<file path="config.mk">
export PLATFORM = sky130hd
export DESIGN_NAME = record_serializer
export DESIGN_NICKNAME = d
export VERILOG_FILES = /design/src/rtl/record_serializer.sv
export SDC_FILE = /design/constraint.sdc
export NUM_CORES = 1
export LEC_CHECK = 0
export CAP_MARGIN = 20
export CORE_ASPECT_RATIO = 1.4
export CORE_MARGIN = 5
export CORE_UTILIZATION = 40
export CTS_BUF_LIST = sky130_fd_sc_hd__clkbuf_4 sky130_fd_sc_hd__clkbuf_8
export CTS_CLUSTER_SIZE = 14
export DETAILED_ROUTE_END_ITERATION = 8
export PLACE_DENSITY = 0.64
export SLEW_MARGIN = 20
export SYNTH_ARGS = -nofsm -noshare
export SYNTH_HDL_FRONTEND = slang
export SYNTH_SLANG_ARGS = --single-unit
</file>
<file path="constraint.sdc">
create_clock -name clk -period 16.6 [get_ports clk]
set_input_delay 1.66 -clock clk [delete_from_list [all_inputs] [get_ports clk]]
set_output_delay 1.66 -clock clk [all_outputs]
set_load 0.02 [all_outputs]
</file>
<file path="src/rtl/record_serializer.sv">
// Purpose : buffers whole records (RECORD_WORDS words) and shifts them out one word at a time, word 0 first.
// Latency : a record written at edge N is presented on data_out (show-ahead) from cycle N+1.
// Backpressure: full refuses whole-record writes until a full record slot is free; empty makes reads no-ops.
// Optional: define RECORD_SERIALIZER_ERR_EN to add sticky overflow/underflow outputs.
module record_serializer #(
   parameter int WORD_SIZE    = 8,
   parameter int RECORD_WORDS = 16,
   parameter int SLOTS        = 8,
   localparam int RECORD_SIZE_BITS = WORD_SIZE * RECORD_WORDS,
   localparam int STORAGE_SIZE     = SLOTS * RECORD_WORDS,
   localparam int STORAGE_POS_SIZE = $clog2(STORAGE_SIZE)
) (
   input  logic                        clk,
   input  logic                        rst_n,
   input  logic                        write_en,
   input  logic [RECORD_SIZE_BITS-1:0] data_in,
   input  logic                        read_en,
   output logic [WORD_SIZE-1:0]        data_out,
   output logic                        last,
   output logic [STORAGE_POS_SIZE:0]   size,
   output logic                        full,
   output logic                        empty
`ifdef RECORD_SERIALIZER_ERR_EN
   ,
   output logic                        overflow,
   output logic                        underflow
`endif
);

   // Pointers carry one extra bit so that size can span 0..STORAGE_SIZE.
   localparam int PW = STORAGE_POS_SIZE + 1;

   logic [WORD_SIZE-1:0]        mem_q [STORAGE_SIZE];
   logic [WORD_SIZE-1:0]        mem_d [STORAGE_SIZE];
   logic [PW-1:0]               write_pos_q, write_pos_d;
   logic [PW-1:0]               read_pos_q, read_pos_d;
   logic [STORAGE_POS_SIZE-1:0] rd_idx;
   logic [STORAGE_POS_SIZE-1:0] wr_idx;
   logic                        do_write, do_read;

   // Status is derived purely from the pre-edge pointers.
   assign size     = write_pos_q - read_pos_q;
   assign empty    = (size == '0);
   assign full     = (PW'(STORAGE_SIZE) - size) < PW'(RECORD_WORDS);
   assign rd_idx   = read_pos_q[STORAGE_POS_SIZE-1:0];
   assign wr_idx   = write_pos_q[STORAGE_POS_SIZE-1:0];
   assign data_out = empty ? '0 : mem_q[rd_idx];
   // Low pointer bits give the word offset inside the current record.
   assign last     = !empty && ((read_pos_q & PW'(RECORD_WORDS - 1)) == PW'(RECORD_WORDS - 1));

   assign do_write = write_en && !full;
   assign do_read  = read_en && !empty;

   // Next pointer values: writes advance by a whole record, reads by one word.
   always_comb begin
      write_pos_d = write_pos_q;
      read_pos_d  = read_pos_q;
      if (do_write) begin
         write_pos_d = write_pos_q + PW'(RECORD_WORDS);
      end
      if (do_read) begin
         read_pos_d = read_pos_q + PW'(1);
      end
   end

   // Next storage contents: the whole record lands in one slot; write_pos is record aligned so no wrap inside it.
   always_comb begin
      mem_d = mem_q;
      if (do_write) begin
         for (int k = 0; k < RECORD_WORDS; k++) begin
            mem_d[wr_idx + STORAGE_POS_SIZE'(k)] = data_in[k*WORD_SIZE +: WORD_SIZE];
         end
      end
   end

   // Pointer registers; reset wins over any concurrent access.
   always_ff @(posedge clk) begin
      if (!rst_n) begin
         write_pos_q <= '0;
         read_pos_q  <= '0;
      end else begin
         write_pos_q <= write_pos_d;
         read_pos_q  <= read_pos_d;
      end
   end

   // Storage array; contents are meaningless after reset because the pointers are cleared.
   always_ff @(posedge clk) begin
      mem_q <= mem_d;
   end

`ifdef RECORD_SERIALIZER_ERR_EN
   logic overflow_q, overflow_d;
   logic underflow_q, underflow_d;

   // Sticky error flags: any refused request latches its flag until reset.
   always_comb begin
      overflow_d  = overflow_q | (write_en & full);
      underflow_d = underflow_q | (read_en & empty);
   end

   // Error flag registers.
   always_ff @(posedge clk) begin
      if (!rst_n) begin
         overflow_q  <= 1'b0;
         underflow_q <= 1'b0;
      end else begin
         overflow_q  <= overflow_d;
         underflow_q <= underflow_d;
      end
   end

   assign overflow  = overflow_q;
   assign underflow = underflow_q;
`endif

endmodule

</file>
### After elaboration in Yosys (flattened, before gate mapping)

Cells that the tools add are included.

* logic and storage cells: 275
* register bits after elaboration: 1040
* input bits: 132

* reduce and logical (&&, ||, !) cells: 22
* magnitude comparators: 34
* equal/unequal tests: 1
* $add $sub $neg: 19
* multiplexer cells: 52
* bitwise operators: 17

Operator list (count)
* bitwise mux 1024 bit: 16
* demux 8 bit (select 7 bit): 16
* 2-to-1 mux 8 bit: 19
* greater-or-equal comparator 8 bit (second input constant): 17
* inverter 7 -> 8 bit: 17
* less-than comparator 8 x 1 -> 1 bit (second input constant): 16
* adder 7 x 4 -> 7 bit (second input constant): 8
* binary-select mux 8 bit (select 7 bit): 1
* adder 7 x 3 -> 7 bit (second input constant): 4
* logical AND 1 bit: 19
* adder 7 x 2 -> 7 bit (second input constant): 2
* adder 8 x 1 -> 8 bit (second input constant): 1
* adder 8 x 5 -> 8 bit (second input constant): 1
* zero test 8 bit: 1
* less-than comparator 8 x 5 -> 1 bit (second input constant): 1
* subtractor 8 bit: 1
* subtractor 8 bit (first input constant): 1
* adder 7 x 1 -> 7 bit (second input constant): 1
* equality test 4 bit (second input constant): 1
* zero test 1 bit: 2

### Logic depth before layout (Yosys ltp)

* word-level depth: 21
* gate-level depth with buffers: 14
* gate-level depth less buffers: 9

### Worst setup path before layout

No wires, ideal clock.

* path kind: register to register
* start point: register read_pos_q[5]
* end point: register mem_q[256] (netlist bit), enable pin
* data required time: 15.827 ns
* data arrival time: 11.274 ns
* period minus slack after synthesis: 12.047 ns
* slack: 4.553 ns
* stages on the path, launching flop included: 12
* cell sequence: dfxtp_1 clkbuf_1 clkinv_1 ha_1 nor2b_1 a221o_1 a211oi_2 or2_2 mux2i_1 a21o_1 buf_4 nor3_1

* cells in the longest elaborated chain, start to end: 5

Ends and longest elaborated chain
* from (decl): line 36 `logic [PW-1:0] read_pos_q, read_pos_d;`
* from (signal assigned): line 83 `read_pos_q <= read_pos_d;`
* subtractor 8 bit: line 42 `assign size = write_pos_q - read_pos_q;`
* subtractor 8 bit: line 44 `assign full = (PW'(STORAGE_SIZE) - size) < PW'(RECORD_WORDS);`
* less-than comparator 8 x 5 -> 1 bit: line 44
* zero test 1 bit: line 51 `assign do_write = write_en && !full;`
* logical AND 1 bit: line 51
* to (signal assigned): line 89 `mem_q <= mem_d;`
* to (decl): line 33 `logic [WORD_SIZE-1:0] mem_q [STORAGE_SIZE];`

Every way passes these cells.
A chain may end at the register's enable or synchronous reset.

### Final worst setup path

* start point: register read_pos_q[5]
* end point: output data_out[5]

* cells in the longest elaborated chain, start to end: 5
* elaborated cells on any way between the ends: 7
* classes of those cells: 1 x add/sub; 4 x mux; 1 x bitwise; 1 x reduce/logical

Ends and longest elaborated chain
* inverter 7 -> 8 bit (not written as such): line 47 `assign data_out = empty ? '0 : mem_q[rd_idx];`
* binary-select mux 8 bit (select 7 bit): line 47
* 2-to-1 mux 8 bit (not written as such) (2 in series): line 47
* 2-to-1 mux 8 bit (*): line 47
* to (decl): line 18 `output logic [WORD_SIZE-1:0] data_out,`

Mark *: on every way between the ends. The rest lies on a longest branch, timed or not. The select of a mux whose other input is x is not followed.

==> flow_metrics.tcl <==
set metrics [dict create \
    status "completed" \
    netlist_instances 1789 \
    hpwl_um 58300 \
    finalSetupViolCount 0 \
    hold_path.class "flop to flop" \
    antenna_found_initial 24 \
    track_usage_pct 17.8 \
    yosys.area.top_type "edfxtp_1" \
    critPathLaunchType "flop" \
    grt_max_degree 132 \
    cp_cell_sequence "clkinv_1, ha_1, a21o_1, a41o_1, a21oi_1, xnor2_2, or2_2, inv_2, nor4_1, clkdlybuf4s50_1" \
    final.min_clock_period_ps 7790 \
    hold_depth 2 \
    clock.fmax_ghz 0.128 \
    cts_setup_buffers 0 \
    drt_iter0_drc 1968 \
    synthesis.area_sq_um 40300 \
    synth_cell_types 54 \
    worstSkewPairLatency_ps 820 \
    htree_levels 4 \
    cts_hold_buf 0 \
    clk_pin_slew_ps 70 \
    grt_pass1_wl_um 141000 \
    rows 137 \
    avgViaCountPerCell 5.55 \
    cp.required_ps 14940 \
    hold_viol 0 \
    cts.sinks 1036 \
    ant_nets 0 \
    clockBufferDepth 3 \
    initial_utilization_pct 40.4 \
    min_to "write_pos_q[7]$_SDFFE_PN0P_" \
    gp_congestion 0.779 \
    tns_ps 0 \
    cp-end-kind "output pin" \
    finalMaxSlewViolations 0 \
    wire_per_inst_um 27.5 \
    cp_slowest_stage_delay_ps 1020 \
    cap_viol_max_count 0 \
    maxSlewHeadroom_pct 21.1 \
    cts_made_buffers 148 \
    crit_arrival_ps 6130 \
    critPathKind "flop to output pin" \
    fin_crit_sh_pct 46.9 \
    reg2regPathDepth 10 \
    r2r_start "read_pos_q[5]$_SDFFE_PN0P_" \
    critical_path_peak_fanout 18 \
    final_cells 3472 \
    drc_errors 0 \
    ys_ff_latch 1036 \
    whs_ps 498 \
    dieWidth_um 278 \
    die_y_um 386 \
    finalWirelength_um 95500 \
    synth_area_leaders "edfxtp_1 (76%), mux4_2 (15%), and2_1 (1.1%), mux2i_1 (0.82%), a221oi_1 (0.61%)" \
    nFillCells 8208 \
    dieArea_sq_um 107000 \
    fin_ws_ps 8810 \
    io_pins 151 \
    tightest_slew_ps 1170 \
    yosysWarnings 0 \
    syn-num-nets 1927 \
    dr.pass1.iters 6 \
    synth_async_sr_flop_share_pct 0 \
    syn_avg_cell_area_sq_um 22.5 \
    place_ws_ps 9760 \
    total_power_w 0.00645 \
    finClkSkew_ps 41.3 \
    r2r_end "mem_q[803]$_DFFE_PP_" \
    grt_pass1_vias 20400 \
    grt-ovfl-total 0 \
    numPortBuffers 150 \
    p_leak_nw 14.2 \
    ctsResizeCount 0 \
    rrSetupSlack_ps 10570 \
    syn_to_final_growth_pct 14.6 \
    slowest_stage "nor4_1" \
    synth_ff_type "edfxtp_1" \
    placed_cells 3199 \
    cts_root_buf "clkbuf_8" \
    synth-edff-count 1024 \
    ys_seq_area_share_pct 76.8 \
    coreArea_sq_um 99900 \
    min_from "write_pos_q[7]$_SDFFE_PN0P_" \
    synth_top_area_share_pct 76.2 \
    layout.nets 2168 \
    vdd_ir_drop_max_mv 0.0982 \
    rsz0062_at_grt "false" \
    cts_tree "yes" \
    final_layout_size_suffix_gt1_share_pct 26.0 \
    dr_total_vias 19300 \
    powerDensity_nw_per_um2 140 \
]
-- cells in the mapped netlist (2+ instances only) --
cell / count
a211oi_1: 3
a21o_1: 2
a21oi_1: 21
a221oi_1: 28
a22o_1: 4
a22oi_1: 25
and2_1: 73
and3_1: 3
and3b_1: 2
buf_1: 7
buf_2: 23
buf_4: 18
buf_6: 11
clkbuf_1: 37
dfxtp_1: 12
edfxtp_1: 1024
ha_1: 6
inv_1: 9
inv_2: 2
mux2i_1: 33
mux4_2: 277
nand2_1: 25
nand2b_1: 8
nand3_1: 14
nand3b_1: 2
nand4_1: 7
nor2_1: 14
nor2b_1: 13
nor3_1: 10
nor3b_1: 3
nor4_1: 3
o211ai_1: 5
o21ai_0: 10
o21ai_1: 8
o22a_1: 3
o22ai_1: 9
o31ai_1: 3
o41ai_1: 4
or2_2: 2
xnor2_1: 12
-- area by class of cell --
type	instances	area, sq um	share of cell area [%]
well taps	1320	1650	3.57
diodes	17	42.5	0.0920
clock inverters	71	505	1.09
repair buffers	188	1850	4.01
flip-flops and latches	1036	31000	67.0
clock buffers	184	2320	5.02
multi-input cells	644	8820	19.1
inverters	12	45.0	0.0974
-- power by group --
group | total [W] | leakage [nW] | switching (W) | internal, W
Clock | 0.00195 | 1.49 | 0.000945 | 0.00100
Combinational | 0.00131 | 3.24 | 0.000712 | 0.000602
Sequential | 0.00319 | 9.49 | 0.0000716 | 0.00312
Total | 0.00645 | 14.2 | 0.00173 | 0.00472
-- critical path: cells and delay by family (launching register included) --
family | cells | cell delay, ps
XOR/XNOR | 1 | 230
buffers and inverters | 3 | 1650
flip-flops | 1 | 860
AND/OR/NAND/NOR | 2 | 1420
adder cells (fa/ha/maj) | 1 | 550
AO/OA/AOI/OAI | 3 | 590
-- metrics by stage --
step | utilization, % | area [sq um]
2_1_floorplan | - | 40300
3_3_place_gp | 43.3 | 43300
3_5_place_dp | 43.3 | 43300
4_1_cts | 46.2 | 46100
5_1_grt | 46.2 | 46200
6_report | 46.3 | 46200
-- worst max-delay path by stage --
stage / from / endpoint / depth (start not counted)
after floorplan: read_pos_q[5]$_SDFFE_PN0P_ / mem_q[256]$_DFFE_PP_ / 11
after global placement: read_pos_q[5]$_SDFFE_PN0P_ / data_out[5] / 10
after detailed placement: read_pos_q[5]$_SDFFE_PN0P_ / data_out[5] / 10
after CTS: read_pos_q[5]$_SDFFE_PN0P_ / data_out[5] / 10
after global routing: read_pos_q[5]$_SDFFE_PN0P_ / data_out[5] / 10
final: read_pos_q[5]$_SDFFE_PN0P_ / data_out[5] / 10
-- layer usage --
| metal | up-vias | routed length [um] | track usage [%] |
|---|---|---|---|
| met2 | 721 | 49500 | 30.6 |
| met5 | - | 83 | 0 |
| met4 | 12 | 2410 | 5.62 |
| li1 | 8124 | - | - |
| met1 | 10300 | 36600 | 22.3 |
| met3 | 148 | 6830 | 4.70 |
-- layout by cell type, fill, tap and decap left out, types with 5 or more instances in the layout --
cell             instances
buf_6                    6
buf_4                   29
nor2b_1                  8
bufinv_16                5
clkinv_2                20
clkbuf_4                34
mux2i_1                 33
nor3_1                   9
a221oi_1                28
o21ai_0                 10
clkinv_1                35
nand2_1                 25
ha_1                     6
mux4_2                 277
and2_1                  73
inv_1                    9
dfxtp_1                  8
nand3_1                 14
xnor2_1                 12
o21ai_1                  8
clkbuf_8               150
nand4_1                  7
a22oi_1                 25
nor2_1                  12
o22ai_1                  9
a21oi_1                 20
o211ai_1                 5
diode_2                 17
edfxtp_1              1024
nand2b_1                 8
clkdlybuf4s50_1        150
-- sequential cells by signal, summed over array words and instances (netlist names) --
register and count:
read_pos_q 8, mem_q 1024, write_pos_q 4
-- logic make-up after synthesis --
logic type / count (synthesis) / share of synthesized area, %
AOI/OAI and AO/OA: 132 / 2.34
xor gates and xnor gates: 13 / 0.301
adders and majority gates: 6 / 0.186
buffers and inverters: 109 / 1.46
DFF: 1036 / 76.8
muxes: 310 / 16.3
and+or+nand+nor: 183 / 2.60
Power figures use the tool's default switching activity.
